[config.mk]
export PLATFORM = sky130hd
export DESIGN_NAME = dm_delay_sum_reader_flat
export DESIGN_NICKNAME = d
export VERILOG_FILES = /design/src/rtl/dm_delay_sum_reader_if.sv /design/src/rtl/dm_delay_sum_reader.sv /design/src/flat_wrapper.sv
export SDC_FILE = /design/constraint.sdc
export NUM_CORES = 1
export LEC_CHECK = 0
export BUFFER_PORTS_ARGS = -buffer_cell sky130_fd_sc_hd__buf_2
export CAP_MARGIN = 15
export CORE_ASPECT_RATIO = 1.25
export CORE_MARGIN = 4
export CORE_UTILIZATION = 35
export DETAILED_ROUTE_END_ITERATION = 8
export SYNTH_ARGS = -nofsm -noshare
export SYNTH_HDL_FRONTEND = slang
export SYNTH_SLANG_ARGS = --single-unit
[constraint.sdc]
create_clock -name CLK -period 6.01 [get_ports CLK]
set_input_delay 1.202 -clock CLK [delete_from_list [all_inputs] [get_ports CLK]]
set_output_delay 1.202 -clock CLK [all_outputs]
set_load 0.05 [all_outputs]
[src/rtl/dm_delay_sum_reader_if.sv]
// rtl/dm_delay_sum_reader_if.sv - sample-buffer strobe/read bus between the mic buffers and the beamformer
interface dm_delay_sum_reader_if #(
  parameter int ADDR_W = 10,
  parameter int DATA_W = 9
);
  logic              SampleDelayZero;
  logic [ADDR_W-1:0] DMLocationWritingTo;
  logic [DATA_W-1:0] DesiredDMInterfaceOutput;
  logic [ADDR_W-1:0] DesiredDMMemoryLocationToRead;
  logic [1:0]        DesiredDM;

  modport master (
    input  SampleDelayZero, DMLocationWritingTo, DesiredDMInterfaceOutput,
    output DesiredDMMemoryLocationToRead, DesiredDM
  );

  modport slave (
    output SampleDelayZero, DMLocationWritingTo, DesiredDMInterfaceOutput,
    input  DesiredDMMemoryLocationToRead, DesiredDM
  );
endinterface

[src/rtl/dm_delay_sum_reader.sv]
// rtl/dm_delay_sum_reader.sv - 4-mic delay-and-sum reader, one signed PCM word per sample strobe
// Optional DC-removal tracker on the output: define DM_DC_REMOVE_EN.
module dm_delay_sum_reader #(
  parameter int ADDR_W   = 10,
  parameter int DATA_W   = 9,
  parameter int DELAY_W  = 6,
  parameter int DC_SHIFT = 6
) (
  input  logic                     CLK,
  input  logic                     RST,
  dm_delay_sum_reader_if.master    bus,
  input  logic [DELAY_W-1:0]       Delay0,
  input  logic [DELAY_W-1:0]       Delay1,
  input  logic [DELAY_W-1:0]       Delay2,
  input  logic [DELAY_W-1:0]       Delay3,
  input  logic [3:0]               MicEnable,
  output logic signed [DATA_W+1:0] SumOut,
  output logic                     SumValid,
  output logic                     Primed,
  output logic                     Overrun
);
  localparam int SUM_W = DATA_W + 2;

  typedef enum logic [3:0] {
    IDLE, ADDR0, CAP0, ADDR1, CAP1, ADDR2, CAP2, ADDR3, CAP3, DONE
  } state_t;

  state_t                  state_q, state_d;
  logic [ADDR_W-1:0]       newest_q;
  logic [DELAY_W-1:0]      delay_q [4];
  logic [3:0]              en_q;
  logic signed [SUM_W-1:0] acc;
  logic [DELAY_W:0]        frame_cnt;

  logic                    strobe, load_addr, capture;
  logic [1:0]              addr_mic;
  logic [ADDR_W-1:0]       addr_base;
  logic [DELAY_W-1:0]      addr_dly;
  logic signed [SUM_W-1:0] sample_ext;

  assign strobe = bus.SampleDelayZero;
  assign Primed = frame_cnt[DELAY_W];

  // Offset-binary pulse count to two's complement: flip the MSB, then sign-extend.
  assign sample_ext = {{2{~bus.DesiredDMInterfaceOutput[DATA_W-1]}},
                       ~bus.DesiredDMInterfaceOutput[DATA_W-1],
                       bus.DesiredDMInterfaceOutput[DATA_W-2:0]};

  always_comb begin
    state_d   = state_q;
    load_addr = 1'b0;
    capture   = 1'b0;
    addr_mic  = 2'd0;
    addr_base = newest_q;
    addr_dly  = delay_q[0];
    case (state_q)
      IDLE: if (strobe) begin
        state_d   = ADDR0;
        load_addr = 1'b1;
        addr_base = bus.DMLocationWritingTo;
        addr_dly  = Delay0;
      end
      ADDR0: state_d = CAP0;
      CAP0: begin
        state_d = ADDR1; capture = 1'b1; load_addr = 1'b1; addr_mic = 2'd1; addr_dly = delay_q[1];
      end
      ADDR1: state_d = CAP1;
      CAP1: begin
        state_d = ADDR2; capture = 1'b1; load_addr = 1'b1; addr_mic = 2'd2; addr_dly = delay_q[2];
      end
      ADDR2: state_d = CAP2;
      CAP2: begin
        state_d = ADDR3; capture = 1'b1; load_addr = 1'b1; addr_mic = 2'd3; addr_dly = delay_q[3];
      end
      ADDR3: state_d = CAP3;
      CAP3: begin
        state_d = DONE; capture = 1'b1;
      end
      DONE:    state_d = IDLE;
      default: state_d = IDLE;
    endcase
  end

`ifdef DM_DC_REMOVE_EN
  localparam int ACC_W = SUM_W + DC_SHIFT;
  localparam logic signed [ACC_W:0] SAT_MAX = (ACC_W+1)'((1 <<< (SUM_W-1)) - 1);
  localparam logic signed [ACC_W:0] SAT_MIN = -SAT_MAX - 1;

  logic signed [ACC_W-1:0] dc_acc, dc_acc_next;
  logic signed [ACC_W:0]   acc_w, err, diff;
  logic signed [SUM_W-1:0] dc_out;

  // One extra bit of headroom so the tracker error and the corrected sum never wrap.
  always_comb begin
    acc_w       = (ACC_W+1)'(acc);
    err         = (acc_w <<< DC_SHIFT) - (ACC_W+1)'(dc_acc);
    dc_acc_next = dc_acc + ACC_W'(err >>> DC_SHIFT);
    diff        = acc_w - (ACC_W+1)'(dc_acc >>> DC_SHIFT);
    if (diff > SAT_MAX)      dc_out = SAT_MAX[SUM_W-1:0];
    else if (diff < SAT_MIN) dc_out = SAT_MIN[SUM_W-1:0];
    else                     dc_out = diff[SUM_W-1:0];
  end
`endif

  always_ff @(posedge CLK or posedge RST) begin
    if (RST) begin
      state_q                           <= IDLE;
      newest_q                          <= '0;
      for (int i = 0; i < 4; i++) delay_q[i] <= '0;
      en_q                              <= '0;
      acc                               <= '0;
      frame_cnt                         <= '0;
      bus.DesiredDMMemoryLocationToRead <= '0;
      bus.DesiredDM                     <= '0;
      SumOut                            <= '0;
      SumValid                          <= 1'b0;
      Overrun                           <= 1'b0;
`ifdef DM_DC_REMOVE_EN
      dc_acc                            <= '0;
`endif
    end else begin
      state_q  <= state_d;
      SumValid <= 1'b0;
      if (strobe && state_q == IDLE) begin
        newest_q   <= bus.DMLocationWritingTo;
        delay_q[0] <= Delay0;
        delay_q[1] <= Delay1;
        delay_q[2] <= Delay2;
        delay_q[3] <= Delay3;
        en_q       <= MicEnable;
      end
      if (strobe && state_q != IDLE) Overrun <= 1'b1;
      if (strobe && !frame_cnt[DELAY_W]) frame_cnt <= frame_cnt + 1'b1;
      if (load_addr) begin
        bus.DesiredDMMemoryLocationToRead <= addr_base - ADDR_W'(addr_dly);
        bus.DesiredDM                     <= addr_mic;
      end
      if (capture && en_q[bus.DesiredDM]) acc <= acc + sample_ext;
      if (state_q == DONE) begin
        SumValid <= 1'b1;
        acc      <= '0;
`ifdef DM_DC_REMOVE_EN
        SumOut   <= dc_out;
        dc_acc   <= dc_acc_next;
`else
        SumOut   <= acc;
`endif
      end
    end
  end
endmodule

[src/flat_wrapper.sv]
// flat-port wrapper written by rule: the top's interface ports become plain ports
module dm_delay_sum_reader_flat 
#(
  parameter int ADDR_W   = 10,
  parameter int DATA_W   = 9,
  parameter int DELAY_W  = 6,
  parameter int DC_SHIFT = 6
)
  (CLK, RST, Delay0, Delay1, Delay2, Delay3, MicEnable, SumOut, SumValid, Primed, Overrun, bus_SampleDelayZero, bus_DMLocationWritingTo, bus_DesiredDMInterfaceOutput, bus_DesiredDMMemoryLocationToRead, bus_DesiredDM);
  dm_delay_sum_reader_if #(.ADDR_W(ADDR_W), .DATA_W(DATA_W)) bus_i ();
  input  logic CLK;
  input  logic RST;
  input  logic [DELAY_W-1:0] Delay0;
  input  logic [DELAY_W-1:0] Delay1;
  input  logic [DELAY_W-1:0] Delay2;
  input  logic [DELAY_W-1:0] Delay3;
  input  logic [3:0] MicEnable;
  output logic signed [DATA_W+1:0] SumOut;
  output logic SumValid;
  output logic Primed;
  output logic Overrun;
  input wire logic [$bits(bus_i.SampleDelayZero)-1:0] bus_SampleDelayZero;
  input wire logic [$bits(bus_i.DMLocationWritingTo)-1:0] bus_DMLocationWritingTo;
  input wire logic [$bits(bus_i.DesiredDMInterfaceOutput)-1:0] bus_DesiredDMInterfaceOutput;
  output wire logic [$bits(bus_i.DesiredDMMemoryLocationToRead)-1:0] bus_DesiredDMMemoryLocationToRead;
  output wire logic [$bits(bus_i.DesiredDM)-1:0] bus_DesiredDM;
  assign bus_i.SampleDelayZero = bus_SampleDelayZero;
  assign bus_i.DMLocationWritingTo = bus_DMLocationWritingTo;
  assign bus_i.DesiredDMInterfaceOutput = bus_DesiredDMInterfaceOutput;
  assign bus_DesiredDMMemoryLocationToRead = bus_i.DesiredDMMemoryLocationToRead;
  assign bus_DesiredDM = bus_i.DesiredDM;
  dm_delay_sum_reader #(.ADDR_W(ADDR_W), .DATA_W(DATA_W), .DELAY_W(DELAY_W), .DC_SHIFT(DC_SHIFT)) u_core (.CLK(CLK), .RST(RST), .bus(bus_i), .Delay0(Delay0), .Delay1(Delay1), .Delay2(Delay2), .Delay3(Delay3), .MicEnable(MicEnable), .SumOut(SumOut), .SumValid(SumValid), .Primed(Primed), .Overrun(Overrun));
endmodule
### Word level (Yosys, flattened, before mapping)

Index checks and enable logic that the tools add are counted.

* add/sub/neg operators: 3
* magnitude comparators: 1
* equality and inequality tests: 10
* mux-type cells: 15
* bitwise gates (word level): 1
* reduce and logical (&&, ||, !) cells: 10

Operators with widths (number)
* 4-bit case mux with 9 select lines: 1
* 6-bit case mux with 4 select lines: 1
* 11-bit two-way mux: 2
* 10-bit two-way mux: 2
* 4-bit by 3-bit == test with 1-bit output, second input constant: 4
* 11-bit by 9-bit adder with 11-bit output: 1
* 10-bit by 6-bit subtractor with 10-bit output: 1
* 4-bit by 2-bit == test with 1-bit output, second input constant: 2
* 4-bit == test, second input constant: 2
* 7-bit by 1-bit adder with 7-bit output, second input constant: 1
* 6-bit two-way mux: 1
* 2-bit case mux with 3 select lines: 1
* 4-bit by 1-bit == test with 1-bit output, second input constant: 1
* 1-bit logical AND: 4
* 4-bit logical NOT: 1
* 1-bit two-way mux: 4
* 4-bit two-way mux: 1
* 4-bit nonzero test: 1
* 4-bit OR reduction: 1
* 2-bit by 3-bit < comparator with 1-bit output, second input constant: 1
* 3-bit OR reduction: 1
* 1-bit binary-select mux with 2-bit select: 1
* 2-bit inequality test, second input constant: 1
* 1-bit case mux with 2 select lines: 1
* other kinds (3): 3

* flip-flop bits (word level): 85
* input bits: 50
* output and inout port bits: 26
* logic and storage cells: 54

### Logic depth before layout (Yosys ltp)

Gate-level depths: netlist of run 1.

* word-level depth: 6
* depth in mapped cells: 14
* depth with buffers taken out: 12

### Least setup slack after synthesis of run 1

OpenSTA, ideal clock, no wires.

* kind: in2reg
* start: in bus_SampleDelayZero
* end: reg u_core.bus.DesiredDMMemoryLocationToRead[9]
* library setup time: 0.120 ns
* arrival time: 3.662 ns
* required time: 5.890 ns
* setup slack: 2.228 ns
* stages on the path: 13
* buffers on the path: 3
* cell sequence: clkbuf_1 -> nor3_1 -> nand2b_1 -> clkbuf_1 -> buf_2 -> a22oi_1 -> ha_1 -> o21a_1 -> o31a_1 -> o31a_1 -> a2111oi_4 -> xnor2_1 -> o21ai_2

* cells in the longest elaborated chain, start to end: 3
* elaborated cells on any way between the ends: 7
* classes of those cells: add/sub (1); mux (6)

RTL lines
* start: declaration: RTL line flat_wrapper.sv:22 `input wire logic [$bits(bus_i.SampleDelayZero)-1:0] bus_SampleDelayZero;`
* 6-bit two-way mux / 10-bit two-way mux (equally long branches): RTL line dm_delay_sum_reader.sv:57 `IDLE: if (strobe) begin`
* 6-bit case mux with 4 select lines / 10-bit two-way mux (equally long branches): RTL line dm_delay_sum_reader.sv:56 `case (state_q)`
* 10-bit by 6-bit subtractor with 10-bit output: RTL line dm_delay_sum_reader.sv:135 `bus.DesiredDMMemoryLocationToRead <= addr_base - ADDR_W'(addr_dly);`
* end signal: assignment: RTL line dm_delay_sum_reader.sv:135
* end: declaration: RTL line dm_delay_sum_reader_if.sv:14 `output DesiredDMMemoryLocationToRead, DesiredDM`

Several ways; a longest one is shown, not always the timed one.
A chain may end at the register's enable or synchronous reset.

### Worst setup path in the final report of run 1

Ends and elaborated chain as after synthesis.

==> results.rst, run 1 <==
.. list-table::
   :header-rows: 1

   * - Metric
     - Value
   * - Status
     - completed
   * - Number of buffers added by the clock tree synthesis step
     - 9
   * - Flip-flop and latch count after synthesis
     - 85
   * - Die Wd
     - 108 um
   * - Cell area after synthesis
     - 4330 sq um
   * - Count of unresolved DRC violations after routing
     - 0
   * - Class of the tightest hold or removal check
     - flop to flop
   * - Number of warnings printed during yosys synthesis
     - 0
   * - Number of enable flip-flop cells after synthesis
     - 0
   * - Leak
     - 2.40 nW
   * - DR WL/cell
     - 14.9 um
   * - Average vias per placed instance
     - 4.90
   * - Filler instances
     - 1205
   * - Kind of start point of the critical path
     - input pin
   * - Source-to-sink clock delay at the later pin of the worst-skew pair
     - 330 ps
   * - Sequential cell area
     - 2130 sq um
   * - Antenna Nets Post-Route
     - 0
   * - Clock slew at reported path FFs
     - 60 ps
   * - Required time of the worst setup path
     - 6230 ps
   * - Proportion of synthesized flip-flops having asynchronous set or reset
     - 100%
   * - Count of mapped cells out of synthesis
     - 359
   * - Unique masters post-synth
     - 52
   * - Detailed Route Iter0 Violations
     - 100
   * - Cell Area, Placed
     - 4860 sq um
   * - Largest net degree at the start of global routing
     - 61
   * - Final-stage net count
     - 499
   * - Number of inserted diodes
     - 0
   * - Dpl cells
     - 583
   * - Maximum fanout encountered on the critical timing path
     - 45
   * - Max Clock Freq
     - 262 MHz
   * - Number of levels in the clock H-tree
     - 3
   * - Shortest period the worst path allows
     - 3810 ps
   * - Endpoint class of the critical path
     - flop
   * - Number of cells upsized or downsized after cts
     - 0
   * - Critical path type
     - input pin to flop
   * - Clock Skew
     - 7.13 ps
   * - Die height
     - 132 um
   * - Clock Tree Root
     - clkbuf_16
   * - Transition time at the pin with the least slew margin
     - 1040 ps
   * - Global route total overflow
     - 0
   * - First-pass iteration count of the detailed router
     - 4
   * - Unrepaired setup endpoints after global routing
     - no
   * - Area growth from synthesis to layout
     - 20.5%
   * - Final wirelength
     - 8930 um
   * - Worst-case clock buffer depth
     - 2
   * - Antenna violations before repair
     - 3
   * - Post-CTS repair timing setup buffer count
     - 0
   * - Post-synthesis net count
     - 428
   * - Top-level port count
     - 76
   * - Hold-fix buffer count after cts
     - 0
   * - FP Rows
     - 45
   * - Effective utilization at floorplan
     - 35.6%
   * - Core box area
     - 12200 sq um
   * - Arrival @ worst endpoint
     - 4030 ps
   * - Power density over the cells
     - 671 nW/um^2
   * - Ratio of final minimum period to clock period
     - 63.4%
   * - Number of buffers added on ports
     - 75
   * - Post-Syn Area per Cell
     - 12.1 sq um
   * - Fin. max-slew vios
     - 0
   * - Number of failing hold endpoints at the final stage
     - 0
   * - Total area of multi-input combinational cells
     - 2080 sq um
   * - Post-layout total power
     - 0.00350 W
   * - Maximum vdd drop
     - 253 uV
   * - Die Area
     - 14200 sq um
   * - Tightest hold margin
     - 454 ps
   * - Via count of the first global-routing pass
     - 3037
   * - Count of clock tree sinks
     - 85
   * - Post-DP HPWL
     - 6580 um
   * - First-pass GRT wire length
     - 15000 um
   * - Final weighted congestion of routability-driven global placement
     - 0.801
   * - Count of non-filler cells in the finished layout
     - 598
   * - Relative slew margins
     - 30.6%
   * - Area of all placed cells without fillers
     - 5220 sq um
   * - Sum of negative setup slack
     - 0 ps
   * - Vias after detailed routing
     - 2928
   * - Most used flip-flop cell after synthesis
     - dfrtp_1
   * - Sequential-to-total area share from yosys stat
     - 49.1%
   * - Overall global routing resource usage
     - 13.3%
   * - CTS tree
     - built
   * - Total of max-cap violations
     - 0
   * - Layout cells sized above 1
     - 36.6%
   * - Final setup violation count
     - 0
## synth_stat cells (all sizes together) (4+ instances only)
library cell | number | area (sq um)
a21oi | 7 | 35.0
buf | 7 | 33.8
nor2b | 6 | 37.5
o21a | 8 | 60.1
and2 | 6 | 37.5
xnor2 | 11 | 96.3
a21o | 7 | 52.6
dfrtp | 85 | 2130
nand2 | 20 | 75.1
clkbuf | 10 | 38.8
a22oi | 4 | 30.0
mux4 | 6 | 135
nand3 | 13 | 77.6
ha | 17 | 213
nor2 | 12 | 60.1
o21ai | 22 | 114
inv | 12 | 45.0
mux2 | 53 | 601
xor2 | 10 | 87.6
## flip-flops by register name, indices dropped and copies added, names as in the netlist
signal,cells
u_core.en_q,4
u_core.delay_q,24
u_core.frame_cnt,7
u_core.Overrun,1
u_core.SumOut,11
u_core.newest_q,10
u_core.SumValid,1
u_core.bus.DesiredDMMemoryLocationToRead,10
u_core.acc,11
u_core.state_q,4
u_core.bus.DesiredDM,2
## report_power, final
part	internal, W	total, W	switching (W)
clock	0.000458	0.000677	0.000220
sequential	0.000863	0.00105	0.000187
combinational	0.000781	0.00177	0.000993
total	0.00210	0.00350	0.00140
## worst paths after layout
path / cells after the start / endpoint / slack [ps] / start
worst max-delay path: 10 / u_core.bus.DesiredDMMemoryLocationToRead[9]$_DFFE_PP0P_ / 2200 / bus_SampleDelayZero
worst min-delay path: 1 / u_core.Overrun$_DFFE_PP0P_ / 450 / u_core.Overrun$_DFFE_PP0P_
worst max register to register: 10 / u_core.bus.DesiredDMMemoryLocationToRead[9]$_DFFE_PP0P_ / 2440 / u_core.state_q[1]$_DFFE_PP0P_
worst min register to register: 1 / u_core.Overrun$_DFFE_PP0P_ / 450 / u_core.Overrun$_DFFE_PP0P_
max in group asynchronous: 3 / u_core.frame_cnt[2]$_DFFE_PP0P_ / 4020 / RST
min in group asynchronous: 2 / u_core.delay_q[2]$_DFFE_PP0P_ / 870 / RST
## area by class of cell
class                   count  share of cell area [%]
clock inverters             4                    2.30
multi-input cells         244                    39.9
well taps                 164                    3.93
clock buffers              11                    4.65
flip-flops and latches     85                    40.8
repair buffers             77                    7.48
inverters                  13                   0.959
## logic make-up (layout without fill, tap and decap cells)
family	after synthesis	after routing	synth area share, %
compound gates	69	69	11.2
xor+xnor	21	21	4.25
fa+ha+maj	19	19	5.83
mux	62	62	17.7
buf+inv	30	105	2.80
simple gates	73	73	9.10
flops	85	85	49.1
## critical path: stages
cell       delay [ps]
buf_2             220
nand3_4           530
mux2_2            500
ha_1              280
nor2b_1           140
o31a_1            270
o31a_1            310
a2111oi_4         310
xnor2_1           170
o21ai_2            60
## routing by layer
layer  global-route usage [%]  vias up  wire [um]
li1                         -     1425          -
met1                     15.7     1422       3750
met2                     22.0       60       4380
met3                     4.95       15        651
met4                     4.84        6        112
met5                        0        -         36
## through the flow
stage                     util, %  worst slack [ps]
final                        42.9              2200
after global routing         42.9              2010
after CTS                    42.9              2200
after detailed placement     39.9              1850
after global placement       39.9              1910
after floorplan                 -              2230
## cells in the final DEF, fill, tap and decap left out, types with 9 or more instances in the layout
cell | Yosys | final
ha_1 | 17 | 17
xnor2_1 | 11 | 11
mux2_2 | 52 | 52
buf_2 | 3 | 75
clkbuf_16 | 0 | 9
o21ai_0 | 21 | 21
nand2_1 | 20 | 20
nand3_1 | 12 | 12
dfrtp_1 | 85 | 85
nor2_1 | 10 | 10
inv_1 | 12 | 11
xor2_1 | 10 | 10
Power figures use the tool's default switching activity.
==> run 2: changes to the inputs <==
Settings changed: ABC_AREA set to 1.
Clock period 6.01 ns to 3.8 ns, I/O delays scaled along.
==> run 2 against run 1 <==
Compared with the run above:
- combinational power rose by 63%
- clock skew up 1.9 ps
- global-route usage rose by 1.5 points
- largest power group unchanged
==> results.rst, run 2 <==
.. list-table::
   :header-rows: 1

   * - Metric
     - Value
   * - Number of warnings printed during yosys synthesis
     - 0 (unchanged)
   * - Capturing element of the worst setup path
     - u_core.bus.DesiredDMMemoryLocationToRead[6]$_DFFE_PP0P_
   * - Tightest hold margin
     - 367 ps (-87.1 ps)
   * - Global-route met1 utilization
     - 17.4% (+1.7 points)
   * - Post-Syn Area per Cell
     - 8.16 sq um (-32%)
   * - Met2 Use GR
     - 25.8% (+3.9 points)
   * - Die Wd
     - 108 um (+0.87%)
   * - Total internal power
     - 0.00271 W (+29%)
   * - Clock Tree Root
     - clkbuf_16
   * - Critical path type
     - flop to flop
   * - Top-level port count
     - 76 (unchanged)
   * - Longest individual stage delay on the worst path
     - 470 ps (-60 ps)
   * - Die Area
     - 14500 sq um (+1.7%)
   * - Start point of the critical path
     - u_core.state_q[3]$_DFFE_PP0P_
   * - Largest net degree at the start of global routing
     - 59 (-3.3%)
   * - Final-stage net count
     - 690 (+38%)
   * - CTS tree
     - built
   * - Most frequent cells in the layout
     - nand2_1, dfrtp_1, buf_2
   * - DR WL/cell
     - 12.9 um (-13%)
   * - Flop2flop setup slack
     - 720 ps (-1720 ps)
   * - Combinational Power Share
     - 55.2% (+4.5 points)
   * - Final weighted congestion of routability-driven global placement
     - 0.902 (+13%)
   * - Final wirelength
     - 10200 um (+14%)
   * - Dpl cells
     - 773 (+33%)
   * - Clock slew at reported path FFs
     - 70 ps (about the same)
   * - Proportion of synthesized flip-flops having asynchronous set or reset
     - 100% (unchanged)
   * - Number of cells upsized or downsized after cts
     - 0 (unchanged)
   * - Source-to-sink clock delay at the later pin of the worst-skew pair
     - 340 ps (about the same)
   * - Synth area leader
     - dfrtp_1
   * - Class of the tightest hold or removal check
     - input pin to async pin
   * - Number of inserted diodes
     - 0 (unchanged)
   * - Layout cells sized above 1
     - 19.3% (-17 points)
   * - Number of enable flip-flop cells after synthesis
     - 0 (unchanged)
   * - Worst r2r src
     - u_core.state_q[3]$_DFFE_PP0P_
   * - Slowest stage cell, crit path
     - dfrtp_1
   * - Cell area after synthesis
     - 4410 sq um (+1.9%)
   * - Leading cell types by total area after synthesis
     - dfrtp_1, nand2_1, inv_1
   * - Count of unresolved DRC violations after routing
     - 0 (unchanged)
   * - Count of non-filler cells in the finished layout
     - 790 (+32%)
   * - FP Rows
     - 45 (unchanged)
   * - Required time of the worst setup path
     - 4020 ps (-2210 ps)
   * - Detailed Route Iter0 Violations
     - 135 (+35%)
   * - Kind of start point of the critical path
     - flop
   * - Count of clock tree sinks
     - 85 (unchanged)
   * - Leak
     - 2.86 nW (+19%)
   * - Final setup violation count
     - 0 (unchanged)
   * - Fin. max-slew vios
     - 0 (unchanged)
   * - Power density over the cells
     - 995 nW/um^2 (+48%)
   * - Core box area
     - 12300 sq um (+0.93%)
   * - Clock Skew
     - 9.00 ps (+1.87 ps)
   * - Maximum fanout encountered on the critical timing path
     - 46 (+2.2%)
   * - Max Clock Freq
     - 325 MHz
   * - Average vias per placed instance
     - 4.66 (-4.9%)
   * - Post-synthesis net count
     - 610 (+43%)
   * - Max reg flops
     - 24 (unchanged)
   * - Maximum vdd drop
     - 424 uV (+67%)
   * - Most numerous cell types in the synthesized netlist
     - nand2_1, dfrtp_1, inv_1
   * - Antenna violations before repair
     - 0 (-3)
   * - Number of buffers added on ports
     - 75 (unchanged)
   * - Number of levels in the clock H-tree
     - 3 (unchanged)
   * - Total of max-cap violations
     - 0 (unchanged)
   * - Number of failing hold endpoints at the final stage
     - 0 (unchanged)
   * - Top cell type's share of synthesized area
     - 48.2% (-0.90 points)
   * - Area of all placed cells without fillers
     - 5260 sq um (+0.70%)
   * - Registers with the highest flip-flop counts
     - u_core.delay_q x24, u_core.SumOut x11, u_core.acc x11
   * - Flip-flop and latch count after synthesis
     - 85 (unchanged)
   * - Overall global routing resource usage
     - 14.8% (+1.5 points)
   * - Most common cell in the netlist
     - nand2_1
   * - Sequence of cells on the critical path
     - nor2_4 -> nand2_4 -> inv_6 -> nand2_8 -> inv_6 -> nand2_1 -> nand2_1 -> inv_1 -> ha_1 -> fa_1 -> o21ai_0 -> nand2_1 -> nand2_1 -> nor2_1 -> o21ai_0 -> nand2_1
   * - Vias after detailed routing
     - 3680 (+26%)
   * - Top register by number of flip-flops
     - u_core.delay_q
   * - Hold-fix buffer count after cts
     - 0 (unchanged)
   * - Global route total overflow
     - 0 (unchanged)
   * - Post-DP HPWL
     - 7790 um (+18%)
   * - Post-layout utilization of the core
     - 42.8% (-0.098 points)
   * - Layer carrying the most global-route usage
     - met2
   * - Number of buffers added by the clock tree synthesis step
     - 9 (unchanged)
   * - Count of mapped cells out of synthesis
     - 541 (+51%)
   * - Via count of the first global-routing pass
     - 3776 (+24%)
   * - Most used flip-flop cell after synthesis
     - dfrtp_1
   * - First-pass GRT wire length
     - 17100 um (+15%)
   * - Cell seen most often among critical-path stages
     - nand2_1
   * - Most frequent standard cell in the layout excluding fill and tap cells
     - nand2_1
   * - Cell Area, Placed
     - 4960 sq um (+2.1%)
   * - Antenna Nets Post-Route
     - 0 (unchanged)
   * - Transition time at the pin with the least slew margin
     - 441 ps (-598 ps)
   * - Unrepaired setup endpoints after global routing
     - no
   * - Psw
     - 0.00252 W (+80%)
   * - Sum of negative setup slack
     - 0 ps (unchanged)
   * - Capture point of the worst reg-to-reg path
     - u_core.bus.DesiredDMMemoryLocationToRead[6]$_DFFE_PP0P_
   * - Worst-case clock buffer depth
     - 2 (unchanged)
   * - Status
     - completed
   * - Endpoint class of the critical path
     - flop
   * - Arrival @ worst endpoint
     - 3300 ps (-730 ps)
   * - Ratio of final minimum period to clock period
     - 81.1%
   * - Shortest period the worst path allows
     - 3080 ps
   * - Fraction of power consumed by the clock network
     - 15.6% (-3.7 points)
   * - Area growth from synthesis to layout
     - 19.1%
   * - Sequential group share of total power
     - 29.2% (-0.8 points)
   * - Switch share
     - 48.2% (+8.3 points)
   * - Met3 track utilization from global routing
     - 3.88% (-1.1 points)
   * - First-pass iteration count of the detailed router
     - 4 (unchanged)
   * - Post-CTS repair timing setup buffer count
     - 0 (unchanged)
   * - Relative slew margins
     - 70.3% (+40 points)
   * - Effective utilization at floorplan
     - 36.0% (+0.34 points)
   * - Unique masters post-synth
     - 38 (-27%)
   * - Die height
     - 134 um (+0.88%)
   * - Reg2reg path depth
     - 16 (+6)
   * - Sequential-to-total area share from yosys stat
     - 48.2% (-0.90 points)
run 2: changes by cell type after synthesis, moves of 7 or more:
cell,previous run,this run
o21ai_1,0,11
mux2_2,52,0
o21ai_0,21,30
nor2_1,10,17
inv_1,12,60
clkbuf_1,9,0
a21oi_1,7,17
o22ai_1,0,8
a21o_1,7,0
nand3_1,12,19
nand2_1,20,207
run 2: logic make-up after synthesis:
group / count (synthesis) / share of synthesized area, %
fa+ha+maj: 19 / 5.73
simple gates: 268 / 25.9
buf+inv: 77 / 7.26
compound gates: 78 / 10.2
xor+xnor: 14 / 2.78
flops: 85 / 48.2
run 2: cell type report:
class	count	area (sq um)
Clock buffer	10	229
Clock inverter	6	47.5
Fill cell	1286	7020
Inverter	67	263
Multi-Input combinational cell	379	1970
Sequential cell	85	2130
Tap cell	164	205
Timing Repair Buffer	79	418
run 2: worst min path at each step:
stage | cells after the start | slack [ps] | start | to
3_5_place_dp | 2 | 460 | u_core.newest_q[3]$_DFFE_PP0P_ | u_core.newest_q[3]$_DFFE_PP0P_
4_1_cts | 1 | 480 | u_core.frame_cnt[5]$_DFFE_PP0P_ | u_core.frame_cnt[5]$_DFFE_PP0P_
3_3_place_gp | 2 | 460 | u_core.newest_q[3]$_DFFE_PP0P_ | u_core.newest_q[3]$_DFFE_PP0P_
6_report | 2 | 370 | RST | u_core.delay_q[12]$_DFFE_PP0P_
2_1_floorplan | 2 | 440 | u_core.newest_q[2]$_DFFE_PP0P_ | u_core.newest_q[2]$_DFFE_PP0P_
5_1_grt | 2 | 390 | RST | u_core.delay_q[12]$_DFFE_PP0P_
run 2: metrics by stage:
step                total power [W]  setup WS [ps]
floorplan                   0.00378            847
finish                      0.00523            719
detailed placement          0.00445            591
global route                0.00574            424
global placement            0.00439            715
CTS                         0.00530            679
run 2: worst max-delay path, delay by kind of cell (launching register included):
kind / cells / cell delay (ps)
buf+inv: 3 / 450
compound gates: 2 / 450
flops: 1 / 470
simple gates: 9 / 900
fa+ha+maj: 2 / 670
run 2: layer usage:
layer	vias up	share of wire, %
met5	-	0
met3	18	5.7
met1	1698	44
met4	0	1.9
met2	89	49
li1	1875	-
run 2: power by group through the flow:
stage / combinational (W) / sequential [W] / clock, W
after global placement: 0.00286 / 0.00153 / 0
after floorplan: 0.00189 / 0.00189 / 0
after detailed placement: 0.00290 / 0.00155 / 0
after CTS: 0.00292 / 0.00153 / 0.000845
final: 0.00289 / 0.00153 / 0.000815
after global routing: 0.00329 / 0.00157 / 0.000884
